**src/rtl/fifo_tx_pkg.sv**
```systemverilog
// Purpose : shared types and widths for the FIFO-draining byte transmitter.
// Latency : n/a (package only).
// Backpressure: n/a (package only).
// Contents: tx_state_t frame sequencer states, data / bit-index / baud-counter widths.
package fifo_tx_pkg;

   localparam int DATA_W = 8;    // bits per serial character
   localparam int IDX_W  = 3;    // bit index within a character, counts 0..7
   localparam int BAUD_W = 16;   // bit-period counter, covers CLKS_PER_BIT up to 65535

   typedef enum logic [2:0] {
      IDLE,
      POP,
      LOAD,
      START,
      DATA,
      PARITY,
      STOP
   } tx_state_t;

endpackage

```
**src/rtl/fifo_tx_baud_gen.sv**
```systemverilog
// Purpose : bit-period counter; ticks on the last clock of every serial bit period.
// Latency : tick is a decode of the counter register, restart takes effect on the next edge.
// Backpressure: none; free-running between restarts.
// Ports   : clk, rst (sync, active-high), restart (zero the counter at the next edge),
//           tick (high on the final clock of the current bit period).
module fifo_tx_baud_gen
   import fifo_tx_pkg::*;
#(
   parameter int CLKS_PER_BIT = 16
)
(
   input  logic clk,
   input  logic rst,
   input  logic restart,
   output logic tick
);

   localparam logic [BAUD_W-1:0] CNT_MAX = BAUD_W'(CLKS_PER_BIT - 1);

   logic [BAUD_W-1:0] cnt;

   always_ff @(posedge clk) begin
      if (rst || restart) begin
         cnt <= '0;
      end else if (cnt == CNT_MAX) begin
         cnt <= '0;
      end else begin
         cnt <= cnt + BAUD_W'(1);
      end
   end

   assign tick = (cnt == CNT_MAX);

endmodule

```
**src/rtl/fifo_byte_tx.sv**
```systemverilog
// Purpose : pops bytes from a FIFO and sends each as an async serial frame (start, 8 data LSB first, opt. even parity, stop).
// Latency : fifo_rd cycle -> first start-bit cycle is 3 clocks (POP, LOAD, then START).
// Backpressure: pops only when enable=1 and fifo_empty=0; checked in IDLE and on the last stop clock.
// Ports   : clk, rst (sync, active-high), enable, fifo_empty, fifo_data[7:0] (valid the cycle after fifo_rd)
//           -> fifo_rd (one-cycle pop), tx (serial line, idle high), busy, frame_done (last stop clock).
module fifo_byte_tx
   import fifo_tx_pkg::*;
#(
   parameter int CLKS_PER_BIT = 16,
   parameter int STOP_BITS    = 1,
   parameter int PARITY_EN    = 0
)
(
   input  logic              clk,
   input  logic              rst,
   input  logic              enable,
   input  logic              fifo_empty,
   input  logic [DATA_W-1:0] fifo_data,
   output logic              fifo_rd,
   output logic              tx,
   output logic              busy,
   output logic              frame_done
);

   localparam logic [IDX_W-1:0] IDX_LAST  = IDX_W'(DATA_W - 1);
   localparam logic             STOP_LAST = 1'(STOP_BITS - 1);

   tx_state_t         state;
   tx_state_t         state_nxt;
   logic [DATA_W-1:0] shreg;
   logic              parity_bit;
   logic [IDX_W-1:0]  bit_idx;
   logic              stop_cnt;
   logic              tick;
   logic              restart;
   logic              can_pop;

   assign can_pop = enable && !fifo_empty;

   // Any state change restarts the bit period, so every state starts counting from zero.
   assign restart = (state_nxt != state);

   fifo_tx_baud_gen #(
      .CLKS_PER_BIT (CLKS_PER_BIT)
   ) u_baud (
      .clk     (clk),
      .rst     (rst),
      .restart (restart),
      .tick    (tick)
   );

   always_ff @(posedge clk) begin
      if (rst) begin
         state      <= IDLE;
         shreg      <= '0;
         parity_bit <= 1'b0;
         bit_idx    <= '0;
         stop_cnt   <= 1'b0;
      end else begin
         state <= state_nxt;
         case (state)
            LOAD: begin
               shreg      <= fifo_data;
               parity_bit <= ^fifo_data;
            end
            START:   bit_idx <= '0;
            DATA:    if (tick) bit_idx <= bit_idx + IDX_W'(1);
            default: ;
         endcase
         if (state != STOP) begin
            stop_cnt <= 1'b0;
         end else if (tick) begin
            stop_cnt <= stop_cnt + 1'b1;
         end
      end
   end

   always_comb begin
      state_nxt  = state;
      fifo_rd    = 1'b0;
      frame_done = 1'b0;
      case (state)
         IDLE: begin
            if (can_pop) begin
               fifo_rd   = 1'b1;
               state_nxt = POP;
            end
         end
         POP:  state_nxt = LOAD;   // FIFO read latency
         LOAD: state_nxt = START;
         START: begin
            if (tick) state_nxt = DATA;
         end
         DATA: begin
            if (tick && (bit_idx == IDX_LAST)) begin
               state_nxt = (PARITY_EN != 0) ? PARITY : STOP;
            end
         end
         PARITY: begin
            if (tick) state_nxt = STOP;
         end
         STOP: begin
            if (tick && (stop_cnt == STOP_LAST)) begin
               frame_done = 1'b1;
               // Chain straight into the next byte without passing through IDLE.
               if (can_pop) begin
                  fifo_rd   = 1'b1;
                  state_nxt = POP;
               end else begin
                  state_nxt = IDLE;
               end
            end
         end
         default: state_nxt = IDLE;
      endcase
      // Strobes are decoded from state, so mask them while reset is held.
      if (rst) begin
         state_nxt  = IDLE;
         fifo_rd    = 1'b0;
         frame_done = 1'b0;
      end
   end

   always_comb begin
      tx = 1'b1;
      case (state)
         START:   tx = 1'b0;
         DATA:    tx = shreg[bit_idx];
         PARITY:  tx = parity_bit;
         default: tx = 1'b1;
      endcase
   end

   assign busy = (state != IDLE);

endmodule

```
**config.mk**
```make
export PLATFORM = sky130hd
export DESIGN_NAME = fifo_byte_tx
export DESIGN_NICKNAME = d
export VERILOG_FILES = /design/src/rtl/fifo_tx_pkg.sv /design/src/rtl/fifo_tx_baud_gen.sv /design/src/rtl/fifo_byte_tx.sv
export SDC_FILE = /design/constraint.sdc
export NUM_CORES = 1
export LEC_CHECK = 0
export ABC_AREA = 1
export BUFFER_PORTS_ARGS = -buffer_cell sky130_fd_sc_hd__buf_2
export CAP_MARGIN = 0
export CORE_MARGIN = 5
export CORE_UTILIZATION = 54
export CTS_CLUSTER_DIAMETER = 120
export DETAILED_ROUTE_END_ITERATION = 6
export MAX_ROUTING_LAYER = met4
export PLACE_DENSITY_LB_ADDON = 0.05
export SLEW_MARGIN = 20
export SYNTH_ARGS = -nofsm -noshare
export SYNTH_HDL_FRONTEND = slang
export SYNTH_SLANG_ARGS = --single-unit
```
**constraint.sdc**
```tcl
create_clock -name clk -period 2.7 [get_ports clk]
set_input_delay 0.27 -clock clk [delete_from_list [all_inputs] [get_ports clk]]
set_output_delay 0.27 -clock clk [all_outputs]
set_load 0.05 [all_outputs]
```
==> key figures, run 1 <==
Global routing
  • Global-route wire length before repair: 5.91 mm
  • Maximum number of pins on one net before global-route repair: 17
  • Vias in the first global route: 1394
  • GRT Overall Usage: 15.5%
  • Total overflow reported by the global router: 0
  • Number of antenna violations at the first check in global routing: 0

Timing
  • Accumulated negative setup slack: 0 ns
  • Slew at the pin closest to its max-slew limit: about 0.38 ns
  • Final Hold Viols: 0
  • Layout Skew: about 0.0057 ns
  • Setup violators final: 0
  • Final count of pins violating max slew: 0
  • Share of the clock period used by the worst path: 80.4%
  • Minimum period implied by the final worst setup slack: 2.17 ns
  • Relative slew slack: 74.3%
  • RSZ-0062 raised after global routing: false
  • Achievable Freq: 0.461 GHz

Setup path
  • Critical Path Sink Type: primary output
  • CP max stage delay: 0.37 ns
  • Data arrival time at the worst-slack endpoint: about 1.9 ns
  • Cell breakdown of the critical path: ha_1 -> nand3_4 -> nor2_1 -> nand2_1 -> nor2_1 -> nand3_1 -> a21oi_1 -> buf_2
  • Kind of critical path: reg2out
  • Startpoint Class: flip-flop
  • Req. time, crit path: around 2.4 ns
  • Largest driver fanout on the critical path: 4
  • Most frequent cell on the critical path: sky130_fd_sc_hd__nor2_1
  • Worst-path cell with the longest stage delay: sky130_fd_sc_hd__dfxtp_1

Routing
  • Routed wire length: 3.43 mm
  • Routed length on met2: 1.52 mm
  • Avg WL per Cell: 11.1 µm
  • Routed met1 length: 1.72 mm
  • DRC errors left: 0
  • Highest metal layer with signal wires: met4
  • Number of search-and-repair iterations in the first detailed-routing pass: 4
  • Average vias per placed instance: between 4 and 5
  • Violation count after the first detailed-routing iteration: 72
  • Total via count after detailed routing: about 1500
  • Post-detailed-route count of antenna-violating nets: 0
  • Detailed route wirelength on metal3: 143 µm

Clocking
  • Clock tree from TritonCTS: yes
  • Inserted Clock Buffers: 5
  • Post-CTS setup buffers: 0
  • Maximum clock insertion buffer count: 2
  • Clock net sink count: 32
  • CTS hold repair buffers: 0
  • Clock slew at reported path FFs: 0.10 ns
  • Source-to-sink clock delay at the later pin of the worst-skew pair: 0.33 ns
  • Root buffer cell: sky130_fd_sc_hd__clkbuf_4
  • Total of cells resized after clock tree synthesis: 0
  • H-tree Lvls: 2

Power and ir drop
  • Power Density: ~550 nW/µm²
  • Maximum ir drop on the vdd rail: 269 µV
  • Cell internal pwr: 810 µW
  • Share of total power in the clock network: 36.8%
  • Sw Share: roughly 28%
  • Power share of the combinational group: 16.8%
  • Lkg Pwr: 0.829 nW
  • Portion of total power attributed to sequential cells: 46.4%
  • Sw power: 315 µW

Placed design
  • Routability cong.: 0.805
  • DP Cell Count: 302
  • HPWL reported at the end of detailed placement: approximately 2.6 mm
  • I/O Buffers: 15

Die
  • Effective utilization at floorplan: 55.9%
  • Core box area: 3360 µm²
  • Top-level I/O count: 16
  • Floorplan die height: 69.0 µm
  • Die Footprint: 4760 µm²
  • Width of the chip: 69.0 µm
  • # rows: 21

Logic synthesis
  • Number of flip-flops and latches in the synthesized netlist: 32
  • Post-synth ARST share: 0%
  • Area contributors post-synth: sky130_fd_sc_hd__dfxtp_1 34%, sky130_fd_sc_hd__nor2_4 8.4%, sky130_fd_sc_hd__nor2_1 7.4%, sky130_fd_sc_hd__inv_1 6.6%, sky130_fd_sc_hd__xor2_1 6.1%
  • Dominant synthesized flop cell: sky130_fd_sc_hd__dfxtp_1
  • Cell with the most instances after synthesis: sky130_fd_sc_hd__nor2_1
  • Number of instances in the synthesized netlist: 245
  • Fraction of the yosys area taken by sequential cells: 34.1%
  • Area leader, netlist: sky130_fd_sc_hd__dfxtp_1
  • Yosys cell types: 27
  • Commonest cells post-synth: 37 x sky130_fd_sc_hd__nor2_1, 33 x sky130_fd_sc_hd__inv_1, 32 x sky130_fd_sc_hd__dfxtp_1
  • Number of enable-type register cells in the synthesized netlist: 0
  • Area share of the leading cell type in the synthesized netlist: between 30% and 40%
  • Number of nets in the synthesized netlist: 260
  • Post-synthesis average cell area: 7.68 µm²
  • Cell area after technology mapping: about 1900 µm²
  • Number of warnings reported in the yosys synthesis log: 0

Run status
  • Run status: complete, no violations

Job
  • Number of violations of the max-capacitance limit: 0

Finish
  • Share of layout cells above drive strength 1: 22.0%
  • P&R area growth vs syn: 9.58%
  • Nets: 278
  • Final Instance Count excl. Fillers: 310
  • N_diodes: 0

Worst hold path
  • Kind of path behind the tightest hold check: in2reg
cells by family (layout without fill, tap and decap cells):
group	after synthesis	in the layout	share of synthesized area [%]
compound gates	36	36	10.4
xor+xnor	21	21	9.78
fa+ha+maj	3	3	2.00
buf+inv	39	58	9.71
flops	32	32	34.1
simple gates	114	114	34.0
flip-flops by register name (all words and copies together) (netlist names):
signal and count:
bit_idx 3, parity_bit 1, shreg 8, state 3
stop_cnt 1, u_baud.cnt 16
layer usage:
| layer | track usage (%) | vias to the layer above |
|---|---|---|
| li1 | - | 804 |
| met1 | 18.9 | 662 |
| met2 | 24.2 | 24 |
| met3 | 4.22 | 6 |
| met4 | 6.51 | 0 |
| met5 | - | - |
through the flow:
| step | util (%) | power [mW] | hold slack [ns] | area [µm²] | setup slack [ns] |
|---|---|---|---|---|---|
| 2_1_floorplan | - | 0.695 | 0.405 | 1880 | 0.404 |
| 3_3_place_gp | 58.4 | 0.720 | 0.426 | 1970 | 0.792 |
| 3_5_place_dp | 58.4 | 0.724 | 0.438 | 1970 | 0.743 |
| 4_1_cts | 61.3 | 1.14 | 0.172 | 2060 | 0.513 |
| 5_1_grt | 61.3 | 1.19 | 0.186 | 2060 | 0.372 |
| 6_report | 61.3 | 1.12 | 0.180 | 2060 | 0.528 |
area by class of cell:
class / instances / area [µm²]
fillers: 363 / 1300
multi-input cells: 174 / 1060
flip-flops and latches: 32 / 641
inverters: 34 / 128
repair buffers: 16 / 82.6
clock buffers: 7 / 65.1
well taps: 46 / 57.6
clock inverters: 1 / 30.0
worst paths after layout:
path | from | to | slack [ns] | cells after the start
setup / recovery | u_baud.cnt[0] | fifo_rd | 0.53 | 8
hold / removal | fifo_data[4] | shreg[4] | 0.18 | 3
setup reg to reg | u_baud.cnt[0] | u_baud.cnt[0] | 0.74 | 12
hold reg to reg | u_baud.cnt[0] | u_baud.cnt[0] | 0.46 | 1
layout by cell type (no fill, tap or decap):
master                      Yosys  layout
sky130_fd_sc_hd__nor2_1        37      37
sky130_fd_sc_hd__inv_1         33      33
sky130_fd_sc_hd__dfxtp_1       32      32
sky130_fd_sc_hd__nand2_1       29      29
sky130_fd_sc_hd__a21oi_1       16      16
sky130_fd_sc_hd__buf_2          1      15
sky130_fd_sc_hd__o21ai_0       14      14
sky130_fd_sc_hd__nor2_4        14      14
sky130_fd_sc_hd__xor2_1        13      13
sky130_fd_sc_hd__nand3_1       12      12
sky130_fd_sc_hd__xnor2_1        8       8
sky130_fd_sc_hd__nand2_2        7       7
sky130_fd_sc_hd__clkbuf_4       1       5
sky130_fd_sc_hd__nor3_2         3       3
sky130_fd_sc_hd__nor2_2         3       3
sky130_fd_sc_hd__nor3_1         3       3
sky130_fd_sc_hd__a211oi_1       3       3
sky130_fd_sc_hd__ha_1           3       3
sky130_fd_sc_hd__o211ai_1       2       2
sky130_fd_sc_hd__nand2_4        2       2
sky130_fd_sc_hd__nand3_2        2       2
sky130_fd_sc_hd__clkbuf_8       0       2
sky130_fd_sc_hd__inv_2          1       1
sky130_fd_sc_hd__nand3_4        1       1
sky130_fd_sc_hd__a21oi_2        1       1
sky130_fd_sc_hd__nor4_1         1       1
sky130_fd_sc_hd__bufinv_16      0       1
sky130_fd_sc_hd__buf_4          0       1
power groups by stage:
stage | Combinational (mW) | Sequential [mW] | Clock [mW]
2_1_floorplan | 0.170 | 0.525 | 0
3_3_place_gp | 0.188 | 0.532 | 0
3_5_place_dp | 0.191 | 0.533 | 0
4_1_cts | 0.191 | 0.522 | 0.425
5_1_grt | 0.214 | 0.526 | 0.448
6_report | 0.189 | 0.522 | 0.413
worst max-delay path: cells and delay by family (launching register included):
kind                     cells  cell delay [ns]
AO/OA/AOI/OAI                1             0.17
buffers and inverters        1             0.28
AND/OR/NAND/NOR              5             0.51
adder cells (fa/ha/maj)      1             0.26
flip-flops                   1             0.37
No activity file was read; power rests on OpenSTA's default activity.
==> inputs of run 2 (changes only) <==
- CORE_UTILIZATION: 54 -> 53
- clock period: 2.7 -> 1.9 ns (I/O delays scaled with it)
==> run 2 against run 1 <==
- non-clock buffer count rose by 9
- first-iteration DRC count is 58% higher
- critical path depth unchanged
- global-route usage increased by 0.41 points
- combinational power grew 81%
- critical path type unchanged
- highest routed layer unchanged
==> key figures, run 2 (synthesis results as in run 1) <==
Finish
  • Max FFs per register: 16 (unchanged)
  • N_diodes: 0 (unchanged)
  • Nets: 287 (was 278)
  • Share of layout cells above drive strength 1: 32.6% (was 22.0%)
  • Most common library cell in the layout ignoring fill and taps: sky130_fd_sc_hd__inv_1 (was sky130_fd_sc_hd__nor2_1)
  • Top Registers: u_baud.cnt (16), shreg (8) (unchanged)
  • Layout Cell Area excl Fill: 2230 µm² (was 2060 µm²)
  • Most frequent cells in the layout: 32 x sky130_fd_sc_hd__inv_1, 30 x sky130_fd_sc_hd__nor2_1, 27 x sky130_fd_sc_hd__nand2_1, 27 x sky130_fd_sc_hd__dfxtp_1, 14 x sky130_fd_sc_hd__nor2_4 (was 37 x sky130_fd_sc_hd__nor2_1, 33 x sky130_fd_sc_hd__inv_1, 32 x sky130_fd_sc_hd__dfxtp_1)
  • Filler cells: 309 (was 363)
  • P&R area growth vs syn: 18.5% (was 9.58%)
  • Register name with the most flops: u_baud.cnt (unchanged)

Timing
  • Layout Skew: 0.00503 ns (was 0.00565 ns)
  • Fin worst setup slack: 0.0184 ns (was 0.528 ns)
  • Relative slew slack: 76.8% (was 74.3%)
  • Final count of pins violating max slew: 0 (unchanged)
  • Setup violators final: 0 (unchanged)
  • Accumulated negative setup slack: 0 ns (unchanged)
  • Minimum period implied by the final worst setup slack: 1.88 ns
  • Final Hold Viols: 0 (unchanged)
  • Share of the clock period used by the worst path: 99.0%
  • RSZ-0062 raised after global routing: true (was false)
  • Slew at the pin closest to its max-slew limit: 0.348 ns (was 0.384 ns)
  • Achievable Freq: 0.531 GHz
  • Worst slack on hold paths: 0.102 ns (was 0.180 ns)

Routing
  • Avg WL per Cell: 11.4 µm (was 11.1 µm)
  • Violation count after the first detailed-routing iteration: 114 (was 72)
  • Number of search-and-repair iterations in the first detailed-routing pass: 4 (unchanged)
  • Average vias per placed instance: 4.75 (was 4.83)
  • DRC errors left: 0 (unchanged)
  • Total via count after detailed routing: 1516 (was 1496)
  • Routed wire length: 3.64 mm (was 3.43 mm)
  • Post-detailed-route count of antenna-violating nets: 0 (unchanged)

Die
  • Die Footprint: 4840 µm² (was 4760 µm²)
  • Floorplan die height: 69.6 µm (was 69.0 µm)
  • Effective utilization at floorplan: 55.5% (was 55.9%)
  • Width of the chip: 69.6 µm (was 69.0 µm)
  • # rows: 21 (unchanged)
  • Top-level I/O count: 16 (unchanged)
  • Core box area: 3390 µm² (was 3360 µm²)

Placed design
  • HPWL reported at the end of detailed placement: 2.72 mm (was 2.60 mm)
  • Worst-case setup slack after placement: 0.0388 ns (was 0.743 ns)
  • I/O Buffers: 15 (unchanged)
  • Post-placement cell area: 2040 µm² (was 1970 µm²)
  • Routability cong.: 0.812 (was 0.805)

Run status
  • Run status: complete, no violations (unchanged)

Clocking
  • Clock tree from TritonCTS: yes (unchanged)
  • Maximum clock insertion buffer count: 2 (unchanged)
  • H-tree Lvls: 2 (unchanged)
  • Clock net sink count: 32 (unchanged)
  • Source-to-sink clock delay at the later pin of the worst-skew pair: 0.33 ns (about the same)
  • Clock slew at reported path FFs: 0.10 ns (about the same)
  • Inserted Clock Buffers: 5 (unchanged)
  • Root buffer cell: sky130_fd_sc_hd__clkbuf_4 (unchanged)

Global routing
  • Maximum number of pins on one net before global-route repair: 15 (was 17)
  • Total overflow reported by the global router: 0 (unchanged)
  • Vias in the first global route: 1456 (was 1394)
  • GRT Overall Usage: 15.9% (was 15.5%)
  • Global-route wire length before repair: 6.15 mm (was 5.91 mm)
  • Number of antenna violations at the first check in global routing: 0 (unchanged)

Setup path
  • Startpoint of the lowest-slack register-to-register path: u_baud.cnt[0] (unchanged)
  • Startpoint Class: flip-flop (unchanged)
  • R2r endpoint: u_baud.cnt[6] (was u_baud.cnt[0])
  • Critical Path Sink Type: primary output (unchanged)
  • R2r worst-path depth: 14 (was 12)
  • Data arrival time at the worst-slack endpoint: 1.69 ns (was 1.90 ns)
  • Req. time, crit path: 1.71 ns (was 2.43 ns)
  • Kind of critical path: reg2out (unchanged)
  • Register-to-Register Setup Slack: 0.09 ns (was 0.74 ns)
  • Largest driver fanout on the critical path: 4 (unchanged)

Worst hold path
  • Kind of path behind the tightest hold check: in2reg (unchanged)
  • Number of stages on the worst hold path: 3 (unchanged)
  • WHS Endpoint: shreg[3] (was shreg[4])
  • Start point of the worst min-delay path: fifo_data[3] (was fifo_data[4])

Power and ir drop
  • Overall power consumption: 1.61 mW (was 1.12 mW)
  • Power Density: 721 nW/µm² (was 546 nW/µm²)
  • Lkg Pwr: 0.878 nW (was 0.829 nW)
  • Maximum ir drop on the vdd rail: 680 µV (was 269 µV)

Job
  • Number of violations of the max-capacitance limit: 0 (unchanged)
==> run 2: changes by cell type in the layout (fill, tap and decap cells not counted), moves of 4 or more <==
cell / before / now
sky130_fd_sc_hd__nor2_2: 3 / 10
sky130_fd_sc_hd__nor2_1: 37 / 30
sky130_fd_sc_hd__dfxtp_2: 0 / 4
sky130_fd_sc_hd__buf_4: 1 / 8
sky130_fd_sc_hd__dfxtp_1: 32 / 27
==> run 2: where the power goes <==
part / switching [mW] / total (mW) / internal [mW] / leakage (nW)
combinational: 0.204 / 0.342 / 0.138 / 0.573
sequential: 0.0306 / 0.746 / 0.715 / 0.262
clock: 0.243 / 0.519 / 0.276 / 0.0422
total: 0.478 / 1.61 / 1.13 / 0.878
==> run 2: worst max path at each step <==
stage	startpoint	end	slack, ns
2_1_floorplan	u_baud.cnt[0]	frame_done	0.11
3_3_place_gp	u_baud.cnt[0]	u_baud.cnt[12]	0.07
3_5_place_dp	u_baud.cnt[0]	u_baud.cnt[8]	0.04
4_1_cts	u_baud.cnt[1]	fifo_rd	0.0007
5_1_grt	bit_idx[0]	tx	-0.1
6_report	u_baud.cnt[0]	fifo_rd	0.02
==> run 2: layout make-up <==
type | instances | area [µm²] | share of cell area, %
multi-input cells | 174 | 1120 | 50.3
flip-flops and latches | 32 | 649 | 29.1
repair buffers | 25 | 194 | 8.70
inverters | 34 | 131 | 5.90
well taps | 46 | 57.6 | 2.58
clock buffers | 6 | 41.3 | 1.85
clock inverters | 2 | 35.0 | 1.57
==> run 2: critical path, stage by stage, from the launching register on <==
cell,delay [ns]
sky130_fd_sc_hd__dfxtp_4,0.37
sky130_fd_sc_hd__ha_4,0.16
sky130_fd_sc_hd__nand3_4,0.11
sky130_fd_sc_hd__nor2_1,0.11
sky130_fd_sc_hd__nand2_1,0.08
sky130_fd_sc_hd__nor2_2,0.10
sky130_fd_sc_hd__nand3_2,0.10
sky130_fd_sc_hd__a21oi_2,0.18
sky130_fd_sc_hd__buf_6,0.17
==> run 2: metal layers <==
layer	track usage, %	up-vias	part of all wire (%)
li1	-	825	-
met1	19.7	664	51
met2	25.2	20	44
met3	3.91	7	3.4
met4	5.64	0	1.5
met5	-	-	0
==> run 2: stage by stage <==
step	std cells	utilization, %
finish	319	65.7
global route	319	65.7
CTS	316	63.3
detailed placement	308	60.3
global placement	308	60.3
floorplan	245	-
==> run 2: what timing repair did <==
action | CTS | global route
hold buffers | 0 | 0
resized for setup | 7 | 25
buffers inserted | 0 | 3
endpoints found under the setup margin | 2 | 18
pin swaps | 1 | 9
